<file path="src/rtl/core_pkg.sv">
// Shared types and constants for the 16-bit core front end.
package core_pkg;

  localparam int PC_WIDTH = 16;

  typedef logic [PC_WIDTH-1:0] pc_t;

  typedef enum logic {
    RUN    = 1'b0,
    HALTED = 1'b1
  } fetch_state_e;

  localparam pc_t RESET_PC = '0;

endpackage

</file>
<file path="src/rtl/sat_counter.sv">
// Event counter that sticks at all-ones instead of wrapping.
module sat_counter #(
  parameter int WIDTH = 16
) (
  input  logic             clk,
  input  logic             reset,
  input  logic             inc,
  output logic [WIDTH-1:0] count
);

  // count up on inc until every bit is set, then hold
  always_ff @(posedge clk or negedge reset) begin
    if (!reset) begin
      count <= '0;
    end else if (inc && (count != '1)) begin
      count <= count + WIDTH'(1);
    end
  end

endmodule

</file>
<file path="src/rtl/fetch_redirect.sv">
// PC generation and IF/ID register with mispredict recovery, halt state
// and prediction statistics.
//
// state  | meaning
// RUN    | fetching normally
// HALTED | halt retired from ID; PC frozen until a recovery or reset
module fetch_redirect #(
  parameter int                      PC_WIDTH  = core_pkg::PC_WIDTH,
  parameter logic [PC_WIDTH-1:0]     RESET_PC  = core_pkg::RESET_PC,
  parameter int                      CNT_WIDTH = 16
) (
  input  logic                 clk,
  input  logic                 reset,
  input  logic                 stall,
  input  logic                 halt_id,
  input  logic                 jump_pred,
  input  logic [PC_WIDTH-1:0]  jump_pred_adr,
  input  logic                 jump_pred_miss,
  input  logic                 jump_pred_adr_miss,
  input  logic [PC_WIDTH-1:0]  pcinc_evac,
  input  logic [PC_WIDTH-1:0]  ALUres_mem,
  input  logic [PC_WIDTH-1:0]  imem_rdata,
  output logic [PC_WIDTH-1:0]  pc,
  output logic [PC_WIDTH-1:0]  inst_id,
  output logic [PC_WIDTH-1:0]  pcinc_id,
  output logic                 valid_id,
  output logic                 flush_ex,
  output logic                 flush_mem,
  output logic                 redirect,
  output logic                 halted,
  output logic [CNT_WIDTH-1:0] mispred_cnt,
  output logic [CNT_WIDTH-1:0] pred_taken_cnt,
  output logic                 pred_conflict
);

  core_pkg::fetch_state_e state;

  logic                recover;
  logic                take_pred;
  logic [PC_WIDTH-1:0] pc_plus1;

  // recovery comes straight from the resolved jump in MEM; masked during reset
  always_comb begin
    recover   = jump_pred_miss | jump_pred_adr_miss;
    redirect  = recover & reset;
    flush_ex  = recover & reset;
    flush_mem = recover & reset;
    pc_plus1  = pc + PC_WIDTH'(1);
    take_pred = jump_pred & valid_id & ~recover & ~stall & (state == core_pkg::RUN);
  end

  assign halted = (state == core_pkg::HALTED);

  // next-PC selection, IF/ID register, halt FSM and conflict flag
  always_ff @(posedge clk or negedge reset) begin
    if (!reset) begin
      pc            <= RESET_PC;
      inst_id       <= '0;
      pcinc_id      <= '0;
      valid_id      <= 1'b0;
      pred_conflict <= 1'b0;
      state         <= core_pkg::RUN;
    end else begin
      if (jump_pred_adr_miss) begin
        pc       <= ALUres_mem;
        valid_id <= 1'b0;
      end else if (jump_pred_miss) begin
        pc       <= pcinc_evac;
        valid_id <= 1'b0;
      end else if (state == core_pkg::HALTED) begin
        valid_id <= 1'b0;
      end else if (stall) begin
        // hold everything
      end else if (take_pred) begin
        // instruction already fetched behind the jump is on the wrong path
        pc       <= jump_pred_adr;
        valid_id <= 1'b0;
      end else begin
        pc       <= pc_plus1;
        inst_id  <= imem_rdata;
        pcinc_id <= pc_plus1;
        valid_id <= 1'b1;
      end

      if (jump_pred_miss && jump_pred_adr_miss) begin
        pred_conflict <= 1'b1;
      end

      case (state)
        core_pkg::RUN: begin
          if (halt_id && valid_id && !recover && !stall) begin
            state <= core_pkg::HALTED;
          end
        end
        core_pkg::HALTED: begin
          // a halt on the wrong path must be undone
          if (recover) begin
            state <= core_pkg::RUN;
          end
        end
        default: state <= core_pkg::RUN;
      endcase
    end
  end

  sat_counter #(.WIDTH(CNT_WIDTH)) u_mispred_cnt (
    .clk   (clk),
    .reset (reset),
    .inc   (recover),
    .count (mispred_cnt)
  );

  sat_counter #(.WIDTH(CNT_WIDTH)) u_pred_taken_cnt (
    .clk   (clk),
    .reset (reset),
    .inc   (take_pred),
    .count (pred_taken_cnt)
  );

endmodule

</file>
<file path="config.mk">
export PLATFORM = sky130hd
export DESIGN_NAME = fetch_redirect
export DESIGN_NICKNAME = d
export VERILOG_FILES = /design/src/rtl/core_pkg.sv /design/src/rtl/sat_counter.sv /design/src/rtl/fetch_redirect.sv
export SDC_FILE = /design/constraint.sdc
export NUM_CORES = 1
export LEC_CHECK = 0
export BUFFER_PORTS_ARGS = -buffer_cell sky130_fd_sc_hd__buf_2
export CORE_MARGIN = 3
export CORE_UTILIZATION = 45
export CTS_CLUSTER_SIZE = 12
export DETAILED_ROUTE_END_ITERATION = 12
export PLACE_DENSITY = 0.85
export SETUP_SLACK_MARGIN = 0.05
export SYNTH_ARGS = -nofsm -noshare
export SYNTH_HDL_FRONTEND = slang
export SYNTH_HIERARCHICAL = 1
export SYNTH_SLANG_ARGS = --single-unit
</file>
<file path="constraint.sdc">
create_clock -name clk -period 3.54 [get_ports clk]
set_input_delay 0 -clock clk [delete_from_list [all_inputs] [get_ports clk]]
set_output_delay 0 -clock clk [all_outputs]
set_load 0.02 [all_outputs]
</file>
Word-level counts from Yosys, hierarchy flattened
Cells that the tools add are included. W data, S select, Z words.

Register bits: 83. Latch bits: 0. Bits in writable memories: 0. Memory bits (read-only): 0. Input bits: 71. Output and inout bits: 86. Logic and storage cells: 51. Memories: 0.

Add/subtract/negate cells: 3. $mul: 0. Divide/modulo/power cells: 0. Magnitude comparators: 0. Equality and inequality tests: 5. Shift-type cells: 0. Mux-type cells: 13. Bitwise operators: 12. Reductions and logical operators: 10.

Operator list (count): $mux W16 (5); $add A16 B1 Y16 const B (3); $ne A16 B16 Y1 const B (2); $mux W1 (7); $logic_and A1 B1 Y1 (6); $not A1 Y1 (6); $and A1 B1 Y1 (5); $reduce_and A5 Y1 (1); $ne A4 B1 Y1 const B (1); $ne A3 B1 Y1 const B (1); $ne A3 B3 Y1 const B (1); $logic_not A1 Y1 (2); $pmux W1 S2 (1); $reduce_and A2 Y1 (1); $or A1 B1 Y1 (1).

Logic depth before layout (Yosys ltp)
Gate-level depths: netlist of the first run.

Depth in word-level cells: 10. Mapped depth: 8. Mapped depth without buffers: 8.

By module
The synthesis of the first run kept the hierarchy.

By module, submodules not included: fetch_redirect (times used 1, cells an instance 277, area an instance 2715.1 um^2, seq. area each 1276.2 um^2); sat_counter (times used 2, cells an instance 72, area an instance 859.6 um^2, seq. area each 400.4 um^2).

Worst setup path before layout of the first run
OpenSTA, ideal clock, no wires.

Path type: register -> register. Start: register state, in the netlist halted. End: register u_pred_taken_cnt.count[5]. Library setup time: 0.119 ns. Data arrival time: 2.051 ns. Data required time: 3.421 ns. Path slack: 1.370 ns. Stages on the path, launching flop included: 9. Buffers on the path: 1. Period minus slack after synthesis: 2.170 ns. Cells stage by stage: dfrtp_1 > or2_1 > buf_2 > or3_4 > clkinv_1 > and3_1 > and4_2 > o211ai_1 > o21a_1.

Word-level cells in the longest chain between the ends: 3.

Ends and longest elaborated chain: start: declaration (line fetch_redirect.sv:36) `core_pkg::fetch_state_e state;`; start signal: assignment (line fetch_redirect.sv:62) `state <= core_pkg::RUN;`; start signal: assignment (line fetch_redirect.sv:92) `state <= core_pkg::HALTED;`; start signal: assignment (line fetch_redirect.sv:98) `state <= core_pkg::RUN;`; $not A1 Y1 (no source line); $and A1 B1 Y1 (line fetch_redirect.sv:49) `take_pred = jump_pred & valid_id & ~recover & ~stall & (state == core_pkg::RUN);`; via take_pred (line fetch_redirect.sv:39) `logic take_pred;`; $logic_and A1 B1 Y1 (line sat_counter.sv:15) `end else if (inc && (count != '1)) begin`; end signal: assignment (line sat_counter.sv:16) `count <= count + WIDTH'(1);`; end: declaration (line sat_counter.sv:8) `output logic [WIDTH-1:0] count`.

The timed path passes the listed nets, and every way through them passes these cells. A chain may end at the register's enable or synchronous reset.

Worst setup path in the final report of the first run
Start: register state, in the netlist halted. End: register pc[3].

Word-level cells in the longest chain between the ends: 7. Elaborated cells on any way between the ends: 9. Those cells by class: eq/ne (1); mux (5); bitwise (2); reduce/logical (1).

Ends and longest elaborated chain: $not A1 Y1 (no source line); $and A1 B1 Y1 (line fetch_redirect.sv:49); via take_pred (line fetch_redirect.sv:39); $mux W16 (line fetch_redirect.sv:74) `end else if (take_pred) begin`; $mux W16 (line fetch_redirect.sv:72) `end else if (stall) begin`; $mux W16 (line fetch_redirect.sv:70) `end else if (state == core_pkg::HALTED) begin`; $mux W16 (line fetch_redirect.sv:67) `end else if (jump_pred_miss) begin`; $mux W16 (line fetch_redirect.sv:64) `if (jump_pred_adr_miss) begin`; end signal: assignment (line fetch_redirect.sv:65) `pc <= ALUres_mem;`; end signal: assignment (line fetch_redirect.sv:68) `pc <= pcinc_evac;`; end signal: assignment (line fetch_redirect.sv:76) `pc <= jump_pred_adr;`; end: declaration (line fetch_redirect.sv:23) `output logic [PC_WIDTH-1:0] pc,`.

The timed path passes the listed nets, and every way through them passes these cells. The select of a mux whose other input is x is not followed.

==> results of run 1 <==
## timing repair
action	in CTS	in global routing
endpoints found under the hold margin	84	0
endpoints found under the setup margin	0	0
hold buffers	44	0
## metrics by stage
stage               cell area, sq um  std cells   util  total power [mW]
CTS                             6000        753  0.637              2.84
detailed placement              5330        693  0.566              2.00
global route                    6000        753  0.637              2.98
global placement                5330        693  0.566              1.97
finish                          6000        753  0.637              2.84
floorplan                       4430        421      -              1.69
## flip-flops by register name, indices dropped and copies added, names as in the netlist
signal                  count
halted                      1
inst_id                    16
pc                         16
pcinc_id                   16
pred_conflict               1
u_mispred_cnt/count        16
u_pred_taken_cnt/count     16
valid_id                    1
## layer usage
layer  vias up  track usage
li1       1995            -
met5         -            0
met2       204        0.417
met4         0       0.0937
met1      2086        0.310
met3        37       0.0484
## how the worst max path moves through the flow
stage	start	endpoint	slack, ns	depth (start not counted)
6_report	halted	pc[3]	0.58	7
3_5_place_dp	halted	u_pred_taken_cnt/count[7]	0.99	7
2_1_floorplan	halted	u_pred_taken_cnt/count[5]	1.37	8
3_3_place_gp	halted	u_pred_taken_cnt/count[7]	1.14	7
5_1_grt	halted	pc[3]	0.50	7
4_1_cts	halted	pc[3]	0.69	7
## worst min-delay path, stage by stage
cell     delay (ns)
buf_2          0.09
a22o_1         0.14
a221o_1        0.11
## cell usage after synthesis, types with 4 or more instances
master,n
a21oi_1,21
a31oi_1,12
a32oi_1,4
and3_1,9
clkbuf_1,10
dfrtp_1,83
inv_1,6
mux2_2,21
nand2_1,39
nand3_1,18
nand4_1,20
nor2_1,20
nor3_1,6
nor4_4,4
o211ai_1,4
o21a_1,12
o21ai_0,22
o22a_1,5
o22ai_1,7
xnor2_1,17
xor2_1,11
## final cells by class
cell class                 instances  area, sq um
sequential                        83         2080
inverter                           8         30.0
clock inverter                     7          104
multi-input combinational        314         2250
tap                              129          161
clock buffer                       9          124
timing repair buffer             203         1250
fill                             775         3420
## power by group
part / internal (mW) / switching (mW)
registers: 1.09 / 0.156
clock network: 0.410 / 0.389
logic: 0.324 / 0.465
## logic make-up after synthesis
kind of cell	after synthesis	synth area share
simple gates	151	0.214
compound gates	108	0.169
flops	83	0.468
xor+xnor	28	0.0553
buf+inv	24	0.0245
mux	24	0.0607
fa+ha+maj	3	0.00847
==> impl_metrics.yaml, run 1 <==
route:
  viasPerCell: 5.74
  maxUsedRoutingLayer: "met4"
  wl_um: 13700
  wl_per_cell_um: 18.1
  dr.first_iter.drc_count: 220
  num_vias: 4322
  drt-met1-wl_um: 5520
  routed-wl-met3_um: 953
  met2WireLength_um: 6800
  firstDrtPassIters: 5
  drc: 0
  ant_nets: 0
timing:
  layout_setup_ws_ns: 0.582
  slew_headroom: 0.526
  period_minus_slack_ns: 2.96
  fin_tns_setup_ns: 0
  fin_skew_ns: 0.0209
  whs_ns: 0.0146
  fmax_mhz: 338
  slew_viol_final: 0
  hold_viol_final: 0
  period_share: 0.836
  worst_pin_slew_ns: 0.711
  grt_setup_unrepaired: "no"
  setup_viol_count_final: 0
setup_path:
  crit-reg2reg-launch: "halted"
  end_kind: "flip-flop"
  max_stage_delay_ns: 0.57
  timing_worst_setup_path_type: "reg2reg"
  path_max_fanout: 16
  startpoint_type: "flip-flop"
  ff2ff_setup_slack_ns: 0.58
  critPathRequiredTime_ns: 3.78
  worst_path_max_delay_cell: "dlygate4sd3_1"
  cp.arrival_ns: 3.20
  r2r_cells: 7
  reg2reg_to: "pc[3]"
  cp_top_family: "simple AND/OR/NAND/NOR gates"
  critical_path_buf_inv_count: 2
  crit_chain: "or2_1, or3_4, clkinv_1, or3_1, o211ai_1, a21oi_1, dlygate4sd3_1"
synth:
  yosysSeqAreaShare: 0.468
  ys_ff_latch: 83
  synthTopCellsByArea: "dfrtp_1, mux2_2, xnor2_1"
  syn-num-nets: 495
  ys_types: 62
  async_reset_ff_frac: 1.00
  synth_edf_count: 0
  netlist_area_sq_um: 4430
  synth_warnings: 6
  synth_ff_type: "dfrtp_1"
  yosysTopAreaCellShare: 0.468
  yosys.area.top_type: "dfrtp_1"
  synthCells: 421
  syn_area_per_cell_sq_um: 10.5
global_route:
  grt_usage: 0.246
  antenna_found_initial: 0
  grt_pass1_vias: 4339
  overflow: 0
  grt_max_degree: 55
  grt_pass1_wl_um: 22100
hold_path:
  worstHoldPathType: "in2reg"
  whs_path_depth: 3
  min_to: "pc[8]"
  hp-start: "ALUres_mem[8]"
placement:
  preCtsSetupSlack_ns: 0.989
  io_buffers: 156
  gp_congestion: 0.865
  dp_hpwl_um: 9590
cts:
  cts_buffer_depth: 2
  cts_buffers: 9
  cts_max_level: 3
  cts_setup_buffers: 0
  clock_latency_ns: 0.36
  cts.clk_slew.worst_paths_ns: 0.09
  ctsRootBufferMaster: "clkbuf_8"
  cts.sinks: 83
  cts_tree: "done"
  post_cts_resized: 0
final_layout:
  layout-drive-gt1-share: 0.357
  final_cell_mix: "buf_2, dfrtp_1, dlygate4sd3_1, nand2_1, o21ai_0"
  final_common_cell: "buf_2"
  fin_nets: 693
  n_antenna_cell: 0
  syn_to_final_growth_pct: 35.2
floorplanning:
  die_w_um: 105
  fp.dieArea_sq_um: 11100
  die_h_um: 105
  num_rows: 35
  coreArea_sq_um: 9420
  initial_core_util: 0.471
  pin_count: 157
flow_run:
  cap_violations: 0
status:
  outcome: "completed"
power:
  ir_drop_v: 0.000398
  power.density_nw_per_um2: 473
  leakage_nw: 2.83
Power figures use the tool's default switching activity.
==> run 2, diff against run 1 <==
--- a/config.mk
+++ b/config.mk
@@ -5,12 +5,13 @@
 export SDC_FILE = /design/constraint.sdc
 export NUM_CORES = 1
 export LEC_CHECK = 0
+export ABC_AREA = 1
 export BUFFER_PORTS_ARGS = -buffer_cell sky130_fd_sc_hd__buf_2
 export CORE_MARGIN = 3
 export CORE_UTILIZATION = 45
 export CTS_CLUSTER_SIZE = 12
 export DETAILED_ROUTE_END_ITERATION = 12
-export PLACE_DENSITY = 0.85
+export PLACE_DENSITY = 0.87
 export SETUP_SLACK_MARGIN = 0.05
 export SYNTH_ARGS = -nofsm -noshare
 export SYNTH_HDL_FRONTEND = slang
==> constraint.sdc (replaced) <==
create_clock -name clk -period 2.64 [get_ports clk]
set_input_delay 0 -clock clk [delete_from_list [all_inputs] [get_ports clk]]
set_output_delay 0 -clock clk [all_outputs]
set_load 0.02 [all_outputs]
==> run 2 against run 1 <==
- global-route usage fell by 0.90 points
- routed wire length is 8.8% higher
- utilization down 2.0 points
- final cell count is 37% higher
- clock power rose by 23%
- non-clock buffer count increased by 5
- total power is 37% higher
- sequential share of layout area is 2.7 points lower
- synthesized cell count is 65% higher
- first-iteration DRC count up 110%
==> impl_metrics.yaml, run 2 <==
timing:
  worst_pin_slew_ns: 0.644
  setup_viol_count_final: 0
  fin_tns_setup_ns: 0
  grt_setup_unrepaired: "no"
  slew_viol_final: 0
  fin_skew_ns: 0.0179
  slew_headroom: 0.571
  period_share: 0.894
  hold_viol_final: 0
  fmax_mhz: 424
  period_minus_slack_ns: 2.36
final_layout:
  n_antenna_cell: 0
  layout-drive-gt1-share: 0.244
  finalNonFillerCells: 1033
  final_common_cell: "nand2_1"
  syn_to_final_growth_pct: 30.1
  fin_area_sq_um: 6510
  final_cell_mix: "nand2_1, buf_2, nor2_1, dfrtp_1"
  fin_nets: 966
cts:
  ctsRootBufferMaster: "clkbuf_8"
  cts_buffer_depth: 2
  cts_max_level: 3
  clock_latency_ns: 0.37
  cts_tree: "done"
  cts.sinks: 83
  cts_buffers: 9
  cts.clk_slew.worst_paths_ns: 0.09
  cts_setup_buffers: 0
placement:
  dp_cells: 968
  postPlaceCellArea_sq_um: 5810
  gp_congestion: 0.946
  io_buffers: 156
  dp_hpwl_um: 10600
route:
  dr.first_iter.drc_count: 468
  num_vias: 5216
  wl_um: 14900
  ant_nets: 0
  firstDrtPassIters: 7
  viasPerCell: 5.05
  drc: 0
  wl_per_cell_um: 14.4
floorplanning:
  coreArea_sq_um: 10600
  pin_count: 157
  initial_core_util: 0.474
  die_h_um: 111
  die_w_um: 111
  num_rows: 37
  fp.dieArea_sq_um: 12400
synth:
  synthTopCellsByArea: "dfrtp_1, nand2_1, nor2_1"
  ys_types: 33
  synth_warnings: 6
  synth.most_common_cell: "nand2_1"
  syn-num-nets: 769
  synthCells: 695
  synth_edf_count: 0
  syn_area_per_cell_sq_um: 7.19
  ys_top_cells_by_count: "nand2_1, nor2_1, dfrtp_1, inv_1, nand3_1"
  yosysSeqAreaShare: 0.415
  ys_ff_latch: 83
  yosys.area.top_type: "dfrtp_1"
  yosysTopAreaCellShare: 0.415
  async_reset_ff_frac: 1.00
  synth_ff_type: "dfrtp_1"
  netlist_area_sq_um: 5000
setup_path:
  path_max_fanout: 15
  crit-reg2reg-launch: "halted"
  path_depth: 6
  timing_worst_setup_path_type: "reg2reg"
  crit_chain: "nor2_1, nor2_4, a221oi_1, dlygate4sd3_1, a21oi_1, dlygate4sd3_1"
  endpoint: "pc[3]"
  cp.arrival_ns: 2.61
  critical_path_buf_inv_count: 2
  max_stage_delay_ns: 0.59
  end_kind: "flip-flop"
  ff2ff_setup_slack_ns: 0.28
  critPathRequiredTime_ns: 2.89
  r2r_cells: 6
  cpMostUsedCell: "dlygate4sd3_1"
  reg2reg_to: "pc[3]"
  startpoint_type: "flip-flop"
  worst_path_max_delay_cell: "dlygate4sd3_1"
  cp_top_family: "buffers and inverters"
  worstSetupStartpoint: "halted"
power:
  p_int_mw: 2.37
  power_frac_clock: 0.253
  power.density_nw_per_um2: 597
  ir_drop_v: 0.000442
  p_sw_mw: 1.51
  seq_power_share: 0.435
  switching_share: 0.389
  fin_total_pwr_mw: 3.88
  leakage_nw: 3.39
  power_frac_comb: 0.312
hold_path:
  worstHoldPathType: "in2reg"
global_route:
  grt_max_degree: 51
  grt_pass1_vias: 4920
  grt_pass1_wl_um: 24300
  antenna_found_initial: 0
  grt_usage: 0.237
  overflow: 0
flow_run:
  cap_violations: 0
status:
  outcome: "completed"
==> run 2: cell count changes in the layout (fill, tap and decap cells not counted), sizes merged, moves of 9 or more <==
cell	change
and3	-9
nand4	-9
o21ai	+17
nand3	+10
o21a	-12
mux2	-23
nand2	+246
inv	+48
nor2	+87
==> run 2: tightest hold or removal path, delay by kind of cell <==
family                 cells  cell delay [ns]
AOI/OAI and AO/OA          3             0.22
buffers and inverters      2             0.11
==> run 2: stage by stage <==
step | hold WS (ns) | util | setup WS (ns)
floorplan | -0.296 | - | 1.04
global placement | -0.0261 | 0.550 | 0.761
detailed placement | -0.0300 | 0.550 | 0.678
CTS | 0.0112 | 0.616 | 0.153
global route | 0.0526 | 0.616 | 0.129
finish | 0.0211 | 0.616 | 0.280
==> run 2: power by group through the flow <==
stage                     registers [mW]  logic (mW)  clock network, mW
after floorplan                     1.92       0.474                  0
after global placement              1.70        1.10                  0
after detailed placement            1.71        1.13                  0
after CTS                           1.68        1.21              0.997
after global routing                1.73        1.33               1.06
final                               1.69        1.21              0.983
==> run 2: kinds of logic after synthesis <==
kind of cell / after synthesis / synth area share
simple gates: 443 / 0.387
flops: 83 / 0.415
buf+inv: 78 / 0.0778
compound gates: 69 / 0.0791
xor+xnor: 19 / 0.0333
fa+ha+maj: 3 / 0.00751
==> run 2: layout make-up <==
| class | instances | area [sq um] |
|---|---|---|
| clock buffer | 9 | 124 |
| clock inverter | 7 | 80.1 |
| fill | 972 | 4050 |
| inverter | 56 | 220 |
| multi-input combinational | 534 | 2540 |
| sequential | 83 | 2080 |
| tap | 136 | 170 |
| timing repair buffer | 208 | 1300 |
==> run 2: worst min path at each step <==
stage,depth (start not counted),startpoint,endpoint,slack (ns)
finish,5,pcinc_evac[0],pc[0],0.02
global route,5,pcinc_evac[0],pc[0],0.05
CTS,5,pcinc_evac[0],pc[0],0.01
detailed placement,1,reset,inst_id[2],-0.03
global placement,1,reset,inst_id[2],-0.03
floorplan,0,reset,halted,-0.30
==> run 2: routing by layer <==
layer,routed length [um],track usage,vias to the layer above
met5,0,0,-
met4,403,0.0779,0
met3,931,0.0391,32
met2,6910,0.379,220
met1,6610,0.330,2371
li1,-,-,2593
==> run 2: repair_timing <==
action / 4_1_cts / 5_1_grt
gates resized for setup: 0 / 1
endpoints found under the hold margin: 65 / 0
hold buffers: 49 / 0
setup endpoints to repair: 0 / 1
==> run 3, diff against run 2 <==
--- a/config.mk
+++ b/config.mk
@@ -5,13 +5,13 @@
 export SDC_FILE = /design/constraint.sdc
 export NUM_CORES = 1
 export LEC_CHECK = 0
-export ABC_AREA = 1
 export BUFFER_PORTS_ARGS = -buffer_cell sky130_fd_sc_hd__buf_2
 export CORE_MARGIN = 3
 export CORE_UTILIZATION = 45
 export CTS_CLUSTER_SIZE = 12
 export DETAILED_ROUTE_END_ITERATION = 12
-export PLACE_DENSITY = 0.87
+export GPL_ROUTABILITY_DRIVEN = 0
+export PLACE_DENSITY = 0.76
 export SETUP_SLACK_MARGIN = 0.05
 export SYNTH_ARGS = -nofsm -noshare
 export SYNTH_HDL_FRONTEND = slang
==> run 3 against run 2 <==
- via count is 18% lower
- combinational power fell by 12%
- utilization grew 2.8 points
- first-iteration DRC count down 48%
- final area decreased by 6.8%
- die area fell by 11%
- sequential power about the same
- routed wire length shrank 11%
==> impl_metrics.yaml, run 3 (synthesis gave the netlist of run 1 again) <==
status:
  outcome: "completed"
timing:
  fin_skew_ns: 0.0122
  slew_viol_final: 0
  period_share: 0.916
  grt_setup_unrepaired: "no"
  hold_viol_final: 0
  setup_viol_count_final: 0
  slew_headroom: 0.596
  period_minus_slack_ns: 2.42
  fin_tns_setup_ns: 0
  fmax_mhz: 413
  worst_pin_slew_ns: 0.601
power:
  power_frac_clock: 0.307
  p_sw_mw: 1.31
  switching_share: 0.332
  power.density_nw_per_um2: 649
  seq_power_share: 0.424
  leakage_nw: 2.86
  power_frac_comb: 0.269
  ir_drop_v: 0.000570
  fin_total_pwr_mw: 3.94
  p_int_mw: 2.63
floorplanning:
  coreArea_sq_um: 9420
  fp.dieArea_sq_um: 11100
  initial_core_util: 0.471
  die_w_um: 105
  die_h_um: 105
  num_rows: 35
  pin_count: 157
setup_path:
  critical_path_buf_inv_count: 3
  r2r_cells: 8
  timing_worst_setup_path_type: "reg2reg"
  path_max_fanout: 13
  startpoint_type: "flip-flop"
  end_kind: "flip-flop"
  cp.arrival_ns: 2.71
  reg2reg_to: "pc[12]"
  critPathRequiredTime_ns: 2.93
  crit-reg2reg-launch: "halted"
  crit_chain: "or2_1, or3_4, clkinv_1, buf_4, a221o_1, o21ai_0, a21oi_1, dlygate4sd3_1"
  max_stage_delay_ns: 0.56
  ff2ff_setup_slack_ns: 0.22
  worst_path_max_delay_cell: "dlygate4sd3_1"
  cp_top_family: "buffers and inverters"
route:
  firstDrtPassIters: 5
  dr.first_iter.drc_count: 245
  wl_per_cell_um: 17.5
  num_vias: 4273
  ant_nets: 0
  drc: 0
  viasPerCell: 5.65
  wl_um: 13300
global_route:
  grt_usage: 0.239
  grt_max_degree: 43
  overflow: 0
  antenna_found_initial: 0
  grt_pass1_wl_um: 21600
  grt_pass1_vias: 4303
cts:
  cts_setup_buffers: 0
  cts_buffers: 9
  cts_buffer_depth: 2
  ctsRootBufferMaster: "clkbuf_8"
  cts_max_level: 3
  cts.sinks: 83
  cts_tree: "done"
  cts.clk_slew.worst_paths_ns: 0.08
  clock_latency_ns: 0.36
hold_path:
  worstHoldPathType: "in2reg"
  hp-start: "ALUres_mem[3]"
  whs_path_depth: 3
  min_to: "pc[3]"
placement:
  dp_hpwl_um: 9310
  io_buffers: 156
final_layout:
  syn_to_final_growth_pct: 36.8
  fin_nets: 696
  n_antenna_cell: 0
  layout-drive-gt1-share: 0.364
  final_cell_mix: "buf_2, dfrtp_1, dlygate4sd3_1, nand2_1, o21ai_0"
  final_common_cell: "buf_2"
flow_run:
  cap_violations: 0
## run 3: cell count changes in the layout (fill, tap and decap cells not counted), sizes merged, moves of 9 or more
cell / before / now
and3: 0 / 9
inv: 60 / 7
mux2: 0 / 23
nand2: 285 / 39
nand3: 31 / 21
nand4: 15 / 24
nor2: 110 / 23
o21a: 0 / 12
o21ai: 39 / 22
## run 3: through the flow
stage | setup slack (ns) | util | instances | area, sq um | hold slack (ns)
after floorplan | 0.470 | - | 421 | 4430 | -0.296
after global placement | 0.613 | 0.571 | 698 | 5380 | -0.0619
after detailed placement | 0.528 | 0.571 | 698 | 5380 | -0.0526
after CTS | 0.142 | 0.644 | 756 | 6060 | 0.00812
after global routing | 0.0693 | 0.644 | 756 | 6070 | 0.0108
final | 0.221 | 0.644 | 756 | 6070 | 0.0251
## run 3: final cells by class
class	instances	area (sq um)
clock buffers	10	128
multi-input cells	314	2260
clock inverters	6	138
flip-flops and latches	83	2080
inverters	8	30.0
repair buffers	206	1280
well taps	129	161
fillers	759	3350
## run 3: timing repair
action,4_1_cts,5_1_grt
hold buffers,42,0
resized for setup,0,1
setup endpoints to repair,0,3
endpoints found under the hold margin,73,0
## run 3: layer usage
metal	vias up	wire length, um	global-route usage
li1	2001	-	-
met1	2038	5480	0.305
met2	203	6550	0.407
met3	31	896	0.0386
met4	0	331	0.0937
met5	-	0	0
## run 3: worst max path at each step
stage / cells past startpoint / from / slack (ns) / endpoint
floorplan: 8 / halted / 0.47 / u_pred_taken_cnt/count[5]
global placement: 7 / valid_id / 0.61 / u_pred_taken_cnt/count[5]
detailed placement: 7 / valid_id / 0.53 / u_pred_taken_cnt/count[5]
CTS: 8 / valid_id / 0.14 / pc[12]
global route: 7 / valid_id / 0.07 / pc[11]
finish: 8 / halted / 0.22 / pc[12]
## run 3: tightest hold or removal path: cells and delay by family
family	cells	cell delay [ns]
compound gates	2	0.25
buf+inv	1	0.08
## run 3: power groups by stage
| stage | combinational (mW) | clock [mW] | sequential (mW) |
|---|---|---|---|
| CTS | 1.06 | 1.23 | 1.67 |
| detailed placement | 0.999 | 0 | 1.69 |
| finish | 1.06 | 1.21 | 1.67 |
| global route | 1.14 | 1.29 | 1.70 |
| global placement | 0.974 | 0 | 1.68 |
| floorplan | 0.369 | 0 | 1.90 |
